$ cat src/rtl/mem_wb_stage_pkg.sv
// Shared encodings for the MEM/WB write-back stage: load types, write-back
// source selects and the default datapath width.
package wb_pkg;

   localparam int XLEN_DEF = 32;

   typedef enum logic [2:0] {
      LT_LB  = 3'b000,
      LT_LH  = 3'b001,
      LT_LW  = 3'b010,
      LT_LBU = 3'b100,
      LT_LHU = 3'b101
   } load_type_e;

   // 2'b11 is also decoded as ALU by the write-back mux
   typedef enum logic [1:0] {
      WB_ALU  = 2'b00,
      WB_LOAD = 2'b01,
      WB_PC4  = 2'b10
   } wb_sel_e;

endpackage

$ cat src/rtl/mem_wb_stage_if.sv
// MEM-side capture bundle and register-file write port of the MEM/WB stage.
// slave = the stage itself, master = whoever drives MEM and observes WB.
interface mem_wb_stage_if #(parameter int XLEN = 32);

   logic            mem_valid;
   logic            mem_reg_write;
   logic [1:0]      mem_wb_sel;
   logic [4:0]      mem_rd;
   logic [XLEN-1:0] mem_alu_result;
   logic [XLEN-1:0] mem_load_data;
   logic [2:0]      mem_load_type;
   logic [XLEN-1:0] mem_pc_plus4;

   logic            wb_valid;
   logic            wb_reg_write;
   logic [4:0]      wb_write_addr;
   logic [XLEN-1:0] wb_write_data;
   logic            wb_misaligned;

   modport slave (
      input  mem_valid, mem_reg_write, mem_wb_sel, mem_rd, mem_alu_result,
             mem_load_data, mem_load_type, mem_pc_plus4,
      output wb_valid, wb_reg_write, wb_write_addr, wb_write_data, wb_misaligned
   );

   modport master (
      output mem_valid, mem_reg_write, mem_wb_sel, mem_rd, mem_alu_result,
             mem_load_data, mem_load_type, mem_pc_plus4,
      input  wb_valid, wb_reg_write, wb_write_addr, wb_write_data, wb_misaligned
   );

endinterface

$ cat src/rtl/mem_wb_stage_load_extend.sv
// Load alignment and sign/zero extension from a raw memory word.
// Unknown load types behave as lw, including the misalignment check.
module load_extend
   import wb_pkg::*;
#(
   parameter int XLEN = XLEN_DEF
) (
   input  logic [XLEN-1:0] word,
   input  logic [1:0]      offset,
   input  logic [2:0]      load_type,
   output logic [XLEN-1:0] data,
   output logic            misaligned
);

   logic [7:0]  byte_sel;
   logic [15:0] half_sel;

   always_comb begin
      byte_sel = word[7:0];
      case (offset)
         2'd1:    byte_sel = word[15:8];
         2'd2:    byte_sel = word[23:16];
         2'd3:    byte_sel = word[31:24];
         default: byte_sel = word[7:0];
      endcase
      half_sel = offset[1] ? word[31:16] : word[15:0];
   end

   always_comb begin
      data       = word;
      misaligned = 1'b0;
      case (load_type)
         LT_LB:  data = {{(XLEN-8){byte_sel[7]}}, byte_sel};
         LT_LBU: data = {{(XLEN-8){1'b0}}, byte_sel};
         LT_LH: begin
            data       = {{(XLEN-16){half_sel[15]}}, half_sel};
            misaligned = offset[0];
         end
         LT_LHU: begin
            data       = {{(XLEN-16){1'b0}}, half_sel};
            misaligned = offset[0];
         end
         default: begin
            data       = word;
            misaligned = (offset != 2'd0);
         end
      endcase
   end

endmodule

$ cat src/rtl/mem_wb_stage.sv
// MEM/WB pipeline register and write-back stage driving the register file port.
// Optional retired-instruction counter enabled by defining WB_RETIRE_CNT_EN.
module mem_wb_stage
   import wb_pkg::*;
#(
   parameter int XLEN = XLEN_DEF
) (
   input  logic              clk,
   input  logic              rst_n,
   input  logic              stall,
   input  logic              flush,
   mem_wb_stage_if.slave     bus
`ifdef WB_RETIRE_CNT_EN
   ,
   output logic [31:0]       retire_count
`endif
);

   logic            valid_q,     valid_d;
   logic            reg_write_q, reg_write_d;
   logic [1:0]      wb_sel_q,    wb_sel_d;
   logic [4:0]      rd_q,        rd_d;
   logic [XLEN-1:0] alu_q,       alu_d;
   logic [XLEN-1:0] ld_data_q,   ld_data_d;
   logic [2:0]      ld_type_q,   ld_type_d;
   logic [XLEN-1:0] pc4_q,       pc4_d;

   logic            advance;
   logic [XLEN-1:0] ext_data;
   logic            ext_misaligned;
   logic [XLEN-1:0] wdata;

   assign advance = !stall && !flush;

   // flush wins over stall
   always_comb begin
      valid_d     = valid_q;
      reg_write_d = reg_write_q;
      wb_sel_d    = wb_sel_q;
      rd_d        = rd_q;
      alu_d       = alu_q;
      ld_data_d   = ld_data_q;
      ld_type_d   = ld_type_q;
      pc4_d       = pc4_q;
      if (flush) begin
         valid_d     = 1'b0;
         reg_write_d = 1'b0;
         wb_sel_d    = 2'b00;
         rd_d        = 5'd0;
         alu_d       = '0;
         ld_data_d   = '0;
         ld_type_d   = 3'b000;
         pc4_d       = '0;
      end else if (!stall) begin
         valid_d     = bus.mem_valid;
         reg_write_d = bus.mem_reg_write;
         wb_sel_d    = bus.mem_wb_sel;
         rd_d        = bus.mem_rd;
         alu_d       = bus.mem_alu_result;
         ld_data_d   = bus.mem_load_data;
         ld_type_d   = bus.mem_load_type;
         pc4_d       = bus.mem_pc_plus4;
      end
   end

   always_ff @(posedge clk or negedge rst_n) begin
      if (!rst_n) begin
         valid_q     <= 1'b0;
         reg_write_q <= 1'b0;
         wb_sel_q    <= 2'b00;
         rd_q        <= 5'd0;
         alu_q       <= '0;
         ld_data_q   <= '0;
         ld_type_q   <= 3'b000;
         pc4_q       <= '0;
      end else begin
         valid_q     <= valid_d;
         reg_write_q <= reg_write_d;
         wb_sel_q    <= wb_sel_d;
         rd_q        <= rd_d;
         alu_q       <= alu_d;
         ld_data_q   <= ld_data_d;
         ld_type_q   <= ld_type_d;
         pc4_q       <= pc4_d;
      end
   end

   load_extend #(.XLEN(XLEN)) u_load_extend (
      .word       (ld_data_q),
      .offset     (alu_q[1:0]),
      .load_type  (ld_type_q),
      .data       (ext_data),
      .misaligned (ext_misaligned)
   );

   // Invalid entries present as a clean bubble regardless of captured fields
   always_comb begin
      wdata = '0;
      if (valid_q) begin
         case (wb_sel_q)
            WB_LOAD: wdata = ext_data;
            WB_PC4:  wdata = pc4_q;
            default: wdata = alu_q;
         endcase
      end
   end

   assign bus.wb_valid      = valid_q;
   assign bus.wb_reg_write  = valid_q && reg_write_q && (rd_q != 5'd0);
   assign bus.wb_write_addr = valid_q ? rd_q : 5'd0;
   assign bus.wb_write_data = wdata;
   assign bus.wb_misaligned = valid_q && (wb_sel_q == WB_LOAD) && ext_misaligned;

`ifdef WB_RETIRE_CNT_EN
   logic [31:0] retire_cnt_q, retire_cnt_d;

   always_comb begin
      retire_cnt_d = retire_cnt_q;
      if (advance && bus.mem_valid) retire_cnt_d = retire_cnt_q + 32'd1;
   end

   always_ff @(posedge clk or negedge rst_n) begin
      if (!rst_n) retire_cnt_q <= 32'd0;
      else        retire_cnt_q <= retire_cnt_d;
   end

   assign retire_count = retire_cnt_q;
`else
   logic unused_advance;
   assign unused_advance = advance;
`endif

endmodule

$ cat src/flat_wrapper.sv
// flat-port wrapper written by rule: the top's interface ports become plain ports
module mem_wb_stage_flat import wb_pkg::*;
#(
   parameter int XLEN = XLEN_DEF
)
  (clk, rst_n, stall, flush, bus_mem_valid, bus_mem_reg_write, bus_mem_wb_sel, bus_mem_rd, bus_mem_alu_result, bus_mem_load_data, bus_mem_load_type, bus_mem_pc_plus4, bus_wb_valid, bus_wb_reg_write, bus_wb_write_addr, bus_wb_write_data, bus_wb_misaligned);
  mem_wb_stage_if #(.XLEN(XLEN)) bus_i ();
  input  logic clk;
  input  logic rst_n;
  input  logic stall;
  input  logic flush;
  input wire logic [$bits(bus_i.mem_valid)-1:0] bus_mem_valid;
  input wire logic [$bits(bus_i.mem_reg_write)-1:0] bus_mem_reg_write;
  input wire logic [$bits(bus_i.mem_wb_sel)-1:0] bus_mem_wb_sel;
  input wire logic [$bits(bus_i.mem_rd)-1:0] bus_mem_rd;
  input wire logic [$bits(bus_i.mem_alu_result)-1:0] bus_mem_alu_result;
  input wire logic [$bits(bus_i.mem_load_data)-1:0] bus_mem_load_data;
  input wire logic [$bits(bus_i.mem_load_type)-1:0] bus_mem_load_type;
  input wire logic [$bits(bus_i.mem_pc_plus4)-1:0] bus_mem_pc_plus4;
  output wire logic [$bits(bus_i.wb_valid)-1:0] bus_wb_valid;
  output wire logic [$bits(bus_i.wb_reg_write)-1:0] bus_wb_reg_write;
  output wire logic [$bits(bus_i.wb_write_addr)-1:0] bus_wb_write_addr;
  output wire logic [$bits(bus_i.wb_write_data)-1:0] bus_wb_write_data;
  output wire logic [$bits(bus_i.wb_misaligned)-1:0] bus_wb_misaligned;
  assign bus_i.mem_valid = bus_mem_valid;
  assign bus_i.mem_reg_write = bus_mem_reg_write;
  assign bus_i.mem_wb_sel = bus_mem_wb_sel;
  assign bus_i.mem_rd = bus_mem_rd;
  assign bus_i.mem_alu_result = bus_mem_alu_result;
  assign bus_i.mem_load_data = bus_mem_load_data;
  assign bus_i.mem_load_type = bus_mem_load_type;
  assign bus_i.mem_pc_plus4 = bus_mem_pc_plus4;
  assign bus_wb_valid = bus_i.wb_valid;
  assign bus_wb_reg_write = bus_i.wb_reg_write;
  assign bus_wb_write_addr = bus_i.wb_write_addr;
  assign bus_wb_write_data = bus_i.wb_write_data;
  assign bus_wb_misaligned = bus_i.wb_misaligned;
  mem_wb_stage #(.XLEN(XLEN)) u_core (.clk(clk), .rst_n(rst_n), .stall(stall), .flush(flush), .bus(bus_i));
endmodule
$ cat config.mk
export PLATFORM = sky130hd
export DESIGN_NAME = mem_wb_stage_flat
export DESIGN_NICKNAME = d
export VERILOG_FILES = /design/src/rtl/mem_wb_stage_pkg.sv /design/src/rtl/mem_wb_stage_if.sv /design/src/rtl/mem_wb_stage_load_extend.sv /design/src/rtl/mem_wb_stage.sv /design/src/flat_wrapper.sv
export SDC_FILE = /design/constraint.sdc
export NUM_CORES = 1
export LEC_CHECK = 0
export ABC_AREA = 1
export ABC_CLOCK_PERIOD_IN_PS = 1340
export BUFFER_PORTS_ARGS = -buffer_cell sky130_fd_sc_hd__buf_2
export CAP_MARGIN = 20
export CORE_MARGIN = 2
export CORE_UTILIZATION = 48
export CTS_CLUSTER_SIZE = 40
export DETAILED_ROUTE_END_ITERATION = 10
export PLACE_DENSITY = 0.81
export SYNTH_ARGS = -nofsm -noshare
export SYNTH_HDL_FRONTEND = slang
export SYNTH_SLANG_ARGS = --single-unit
export TNS_END_PERCENT = 50
$ cat constraint.sdc
create_clock -name clk -period 1.34 [get_ports clk]
set_input_delay 0.067 -clock clk [delete_from_list [all_inputs] [get_ports clk]]
set_output_delay 0.067 -clock clk [all_outputs]
set_load 0.1 [all_outputs]
==> results.sh, run 1 <==
export IMPL_dp_hpwl_um=13500
export IMPL_violations="hold timing, setup timing"
export IMPL_synth_seq_cells=108
export IMPL_syn_inst=755
export IMPL_slew_limit_headroom_pct=73.1
export IMPL_wl_per_cell_um=19.6
export IMPL_hold_depth=3
export IMPL_die_area_mm2=0.0130
export IMPL_setup_tns_ns=-22.61
export IMPL_dp_slack_ns=-0.326
export IMPL_detail_route_antenna_nets=0
export IMPL_dr_pass1_iters=5
export IMPL_mostFrequentLayoutCells="nand3_1, buf_2, dfrtp_1"
export IMPL_fin_crit_sh_pct=157
export IMPL_startpoint_type="flop"
export IMPL_synth_top_area_share_pct=46.6
export IMPL_sw_frac_of_total_pct=36.6
export IMPL_combPwrFrac_pct=35.7
export IMPL_setup_viol=37
export IMPL_post_route_min_period_ns=2.10
export IMPL_cp_end_kind="output pin"
export IMPL_grt_usage_pct=34.6
export IMPL_synth_cell_type_count=26
export IMPL_ios=152
export IMPL_fmax_mhz=476
export IMPL_grt_setup_unrepaired="yes"
export IMPL_numPortBuffers=151
export IMPL_gp_congestion=0.928
export IMPL_status="finished with violations"
export IMPL_finalHoldViolCount=2
export IMPL_ys_warn_count=0
export IMPL_cts_sinks=108
export IMPL_syn_area_mm2=0.00580
export IMPL_num_antenna_cells=0
export IMPL_setup_slack_ns=-0.761
export IMPL_stdcell_area_mm2=0.00996
export IMPL_power_switching_mw=3.65
export IMPL_cp_required_ns=1.27
export IMPL_placed_cell_area_mm2=0.00803
export IMPL_start_util_pct=48.7
export IMPL_mostFrequentLayoutCell="nand3_1"
export IMPL_clk_latency_ns=0.35
export IMPL_intPower_mw=6.32
export IMPL_post_synth_main_area_contributors="dfrtp_1, nand3_1, o21ai_0"
export IMPL_pwr_share_seq_pct=36.5
export IMPL_worstMarginPinSlew_ns=0.404
export IMPL_cts_made_buffers=9
export IMPL_nets=1127
export IMPL_rrSetupSlack_ns=0.13
export IMPL_yosysSeqAreaShare_pct=46.6
export IMPL_netlist_top_cell_by_area="dfrtp_1"
export IMPL_drv_slew=0
export IMPL_hold_ws_ns=-0.00688
export IMPL_antenna_found_initial=0
export IMPL_critPathKind="reg2out"
export IMPL_postLayoutCoreUtil_pct=83.6
export IMPL_synth_nets=869
export IMPL_grt_pass1_vias=6687
export IMPL_clk_pin_slew_ns=0.08
export IMPL_fp_dieH_um=114
export IMPL_arrival_ns=2.03
export IMPL_postSynthAreaPerCell_um2=7.68
export IMPL_cts_buffer_depth=2
export IMPL_drtIter0Drc=723
export IMPL_htreeDepth=3
export IMPL_rows=40
export IMPL_powerDensity_mw_per_mm2=1000
export IMPL_crit_fanout=5
export IMPL_p_clk_share_pct=27.9
export IMPL_fin_worst_skew_ns=0
export IMPL_r2r_cells=4
export IMPL_maxCapViolCount=0
export IMPL_ctsRootBufferMaster="clkbuf_16"
export IMPL_layout_drive_gt1_share_pct=38.3
export IMPL_grt_pass1_wl_um=34800
export IMPL_die_w_um=114
export IMPL_grt_max_degree=109
export IMPL_hp_class="in2reg"
export IMPL_drc=0
export IMPL_grt_overflow=0
export IMPL_cts_tree="yes"
export IMPL_ir_drop_mv=0.735
export IMPL_area_growth_pct=71.7
export IMPL_p_leak_nw=4.51
export IMPL_vias=6835
export IMPL_core_area_mm2=0.0119
export IMPL_routed_wl_um=22900
export IMPL_viasPerCell=5.87
## state kept, by name (all words and copies together), names as in the netlist
name and cells:
u_core.alu_q 32, u_core.ld_data_q 32, u_core.pc4_q 32, u_core.rd_q 5, u_core.ld_type_q 3, u_core.wb_sel_q 2
u_core.bus.wb_valid 1, u_core.reg_write_q 1
## stage by stage
stage	instances	total power [mW]
2_1_floorplan	755	5.42
3_3_place_gp	1041	6.45
3_5_place_dp	1041	6.49
4_1_cts	1163	9.75
5_1_grt	1165	10.3
6_report	1165	9.98
## final cells by class
| type | instances | area [um2] |
|---|---|---|
| Clock inverter | 7 | 80.1 |
| Inverter | 53 | 220 |
| Tap cell | 147 | 184 |
| Multi-Input combinational cell | 529 | 3470 |
| Clock buffer | 9 | 225 |
| Sequential cell | 108 | 2710 |
| Fill cell | 626 | 1950 |
| Timing Repair Buffer | 312 | 3080 |
## logic make-up after synthesis
group	share of synthesized area [%]
compound gates	20.4
fa+ha+maj	0.431
buf+inv	8.71
flops	46.6
simple gates	23.9
## routing by layer
layer / GRT usage (%) / up-vias / routed length, um
met5: 0 / - / 0
met4: 14.6 / 0 / 945
met3: 6.38 / 88 / 1710
met2: 57.2 / 408 / 11200
met1: 44.9 / 3257 / 9050
li1: - / 3082 / -
## power groups by stage
stage | combinational (mW) | clock, mW | sequential [mW]
finish | 3.56 | 2.78 | 3.64
global route | 3.74 | 2.92 | 3.65
global placement | 2.80 | 0 | 3.65
detailed placement | 2.82 | 0 | 3.67
CTS | 3.34 | 2.79 | 3.62
floorplan | 1.78 | 0 | 3.64
## cell usage after synthesis
cell,count
nand3_1,153
o21ai_0,134
nand2_1,124
dfrtp_1,108
a21oi_1,80
inv_1,48
clkbuf_1,40
nand2_2,16
buf_1,12
a21oi_2,10
buf_2,9
buf_4,3
inv_2,3
buf_6,2
ha_1,2
buf_12,1
clkinv_1,1
clkinv_2,1
nand2_4,1
nand2_8,1
nand3_2,1
nor2_1,1
nor2_4,1
o21ai_1,1
o21ai_2,1
o311ai_0,1
## worst paths after layout
| kind | to | from |
|---|---|---|
| setup / recovery | bus_wb_write_data[4] | u_core.alu_q[1] |
| hold / removal | u_core.alu_q[28] | bus_mem_alu_result[28] |
| setup reg to reg | u_core.alu_q[1] | u_core.alu_q[1] |
| hold reg to reg | u_core.alu_q[29] | u_core.alu_q[29] |
| max in group asynchronous | u_core.pc4_q[31] | rst_n |
| min in group asynchronous | u_core.rd_q[4] | rst_n |
## critical path: stages, from the launching register on
cell     delay, ns
dfrtp_2       0.44
buf_4         0.16
buf_8         0.12
nand2_1       0.14
o21ai_2       0.13
nand2_1       0.10
nand3_1       0.09
nand3_2       0.11
a21oi_4       0.19
buf_12        0.19
## repair_timing
action / CTS / global route
hold buffers: 98 / 0
resized for setup: 92 / 54
hold endpoints to repair: 205 / 0
pin swaps: 38 / 28
setup endpoints to repair: 38 / 39
gates cloned: 5 / 1
buffers inserted: 3 / 2
No activity file was read; power rests on OpenSTA's default activity.
==> inputs of run 2 (changes only) <==
--- a/config.mk
+++ b/config.mk
@@ -6,13 +6,14 @@
 export NUM_CORES = 1
 export LEC_CHECK = 0
 export ABC_AREA = 1
-export ABC_CLOCK_PERIOD_IN_PS = 1340
+export ABC_CLOCK_PERIOD_IN_PS = 1900
 export BUFFER_PORTS_ARGS = -buffer_cell sky130_fd_sc_hd__buf_2
 export CAP_MARGIN = 20
 export CORE_MARGIN = 2
 export CORE_UTILIZATION = 48
 export CTS_CLUSTER_SIZE = 40
 export DETAILED_ROUTE_END_ITERATION = 10
+export HOLD_SLACK_MARGIN = 0.05
 export PLACE_DENSITY = 0.81
 export SYNTH_ARGS = -nofsm -noshare
 export SYNTH_HDL_FRONTEND = slang
==> constraint.sdc (replaced) <==
create_clock -name clk -period 1.9 [get_ports clk]
set_input_delay 0.095 -clock clk [delete_from_list [all_inputs] [get_ports clk]]
set_output_delay 0.095 -clock clk [all_outputs]
set_load 0.1 [all_outputs]
==> results.sh, run 2 (same netlist as run 1, synthesis figures left out) <==
export IMPL_fin_cells=1150
export IMPL_placed_cell_area_mm2=0.00754
export IMPL_die_area_mm2=0.0130
export IMPL_grtUsageMet2_pct=56.2
export IMPL_rrSetupSlack_ns=0.92
export IMPL_setup_slack_ns=-0.208
export IMPL_critPathKind="reg2out"
export IMPL_cp_end_kind="output pin"
export IMPL_cp_depth=7
export IMPL_drv_slew=0
export IMPL_fin_worst_skew_ns=0
export IMPL_rr_startpoint="u_core.alu_q[1]"
export IMPL_mostFrequentLayoutCells="nand3_1, buf_2, dlygate4sd3_1"
export IMPL_clk_latency_ns=0.35
export IMPL_routed_wl_um=22000
export IMPL_wl_per_cell_um=19.1
export IMPL_rows=40
export IMPL_dp_cells=1011
export IMPL_grt_pass1_wl_um=34900
export IMPL_grt_usage_pct=34.5
export IMPL_vias=6724
export IMPL_area_growth_pct=61.8
export IMPL_cts_tree="yes"
export IMPL_hold_depth=3
export IMPL_cts_made_buffers=9
export IMPL_pwr_share_seq_pct=37.7
export IMPL_dp_slack_ns=0.114
export IMPL_status="finished with violations"
export IMPL_path_common_cell="nand2_2"
export IMPL_dr_pass1_iters=5
export IMPL_fill_cells=735
export IMPL_cts_sinks=108
export IMPL_met1_usage_pct=45.9
export IMPL_ios=152
export IMPL_antenna_found_initial=1
export IMPL_viasPerCell=5.85
export IMPL_grt_max_degree=110
export IMPL_hold_ws_ns=0.0497
export IMPL_grt_pass1_vias=6745
export IMPL_path_cells="buf_4 -> o21ai_2 -> o21ai_0 -> nand2_2 -> nand2_2 -> a21oi_4 -> buf_12"
export IMPL_postLayoutCoreUtil_pct=78.8
export IMPL_hp_class="in2reg"
export IMPL_ctsRootBufferMaster="clkbuf_16"
export IMPL_drtIter0Drc=647
export IMPL_fp_dieH_um=114
export IMPL_timing_rr_end="u_core.alu_q[1]"
export IMPL_startpoint_type="flop"
export IMPL_crit_family="compound AO/OA/AOI/OAI gates"
export IMPL_gp_congestion=0.947
export IMPL_reg_largest_list="u_core.alu_q (32), u_core.ld_data_q (32), u_core.pc4_q (32)"
export IMPL_maxCapViolCount=0
export IMPL_worstMarginPinSlew_ns=0.605
export IMPL_nets=1111
export IMPL_max_stage_delay_ns=0.48
export IMPL_grt_setup_unrepaired="yes"
export IMPL_crit_buf_inv=2
export IMPL_post_route_min_period_ns=2.11
export IMPL_violations="setup timing"
export IMPL_grt_overflow=0
export IMPL_htreeDepth=3
export IMPL_die_w_um=114
export IMPL_setup_viol=31
export IMPL_ir_drop_mv=0.536
export IMPL_combPwrFrac_pct=33.5
export IMPL_stdcell_area_mm2=0.00939
export IMPL_arrival_ns=2.01
export IMPL_mostFrequentLayoutCell="nand3_1"
export IMPL_clk_pin_slew_ns=0.07
export IMPL_critical_path_slowest_cell="dfrtp_2"
export IMPL_crit_fanout=7
export IMPL_crit_start="u_core.alu_q[1]"
export IMPL_sw_frac_of_total_pct=35.5
export IMPL_cp_required_ns=1.80
export IMPL_busiest_layer="met2"
export IMPL_endpoint="bus_wb_write_data[8]"
export IMPL_fin_crit_sh_pct=111
export IMPL_powerDensity_mw_per_mm2=724
export IMPL_start_util_pct=48.7
export IMPL_numPortBuffers=151
export IMPL_p_clk_share_pct=28.8
export IMPL_drc=0
export IMPL_finalPower_mw=6.80
export IMPL_use_met3_pct=5.53
export IMPL_core_area_mm2=0.0119
export IMPL_p_leak_nw=4.21
export IMPL_slew_limit_headroom_pct=59.6
export IMPL_layout_drive_gt1_share_pct=32.9
export IMPL_power_switching_mw=2.41
export IMPL_cts_buffer_depth=2
export IMPL_detail_route_antenna_nets=0
export IMPL_r2r_cells=3
export IMPL_dp_hpwl_um=13200
export IMPL_finalHoldViolCount=0
export IMPL_setup_tns_ns=-1.95
export IMPL_intPower_mw=4.39
export IMPL_fmax_mhz=474
## run 2: worst reg2reg max path, cell delays in order (launching register included)
cell and delay, ns:
dfrtp_2 0.46, inv_2 0.09, buf_4 0.17, o21ai_0 0.17
## run 2: worst min-delay path by stage
stage | from | endpoint | slack (ns)
2_1_floorplan | rst_n | u_core.alu_q[0] | -0.20
4_1_cts | bus_mem_alu_result[0] | u_core.alu_q[0] | 0.06
3_5_place_dp | rst_n | u_core.ld_data_q[1] | 0.14
6_report | bus_mem_load_type[0] | u_core.ld_type_q[0] | 0.05
3_3_place_gp | rst_n | u_core.rd_q[1] | 0.13
5_1_grt | bus_mem_alu_result[0] | u_core.alu_q[0] | 0.08
## run 2: power by group through the flow
stage	Sequential (mW)	Combinational, mW	Clock [mW]
global route	2.57	2.41	2.07
CTS	2.55	2.16	1.96
finish	2.56	2.28	1.96
floorplan	2.56	1.19	0
global placement	2.58	1.80	0
detailed placement	2.59	1.82	0
## run 2: metal layers
metal	share of wire, %	routed length (um)
met3	8.1	1780
met5	0	0
met4	4.5	985
met1	40	8720
met2	48	10500
## run 2: cell type report
cell class / instances / area (um2) / area share, %
Clock inverter: 4 / 47.5 / 0.506
Multi-Input combinational cell: 529 / 3230 / 34.4
Sequential cell: 108 / 2710 / 28.9
Tap cell: 147 / 184 / 1.96
Antenna cell: 1 / 2.50 / 0.0267
Timing Repair Buffer: 296 / 2740 / 29.1
Clock buffer: 12 / 256 / 2.73
Inverter: 53 / 218 / 2.32
## run 2: repair_timing
| action | CTS | global route |
|---|---|---|
| setup endpoints to repair | 32 | 34 |
| hold buffers | 105 | 0 |
| buffers inserted | 9 | 5 |
| endpoints found under the hold margin | 145 | 0 |
| pin swaps | 12 | 13 |
| gates resized for setup | 91 | 40 |
| gates cloned | 3 | 0 |
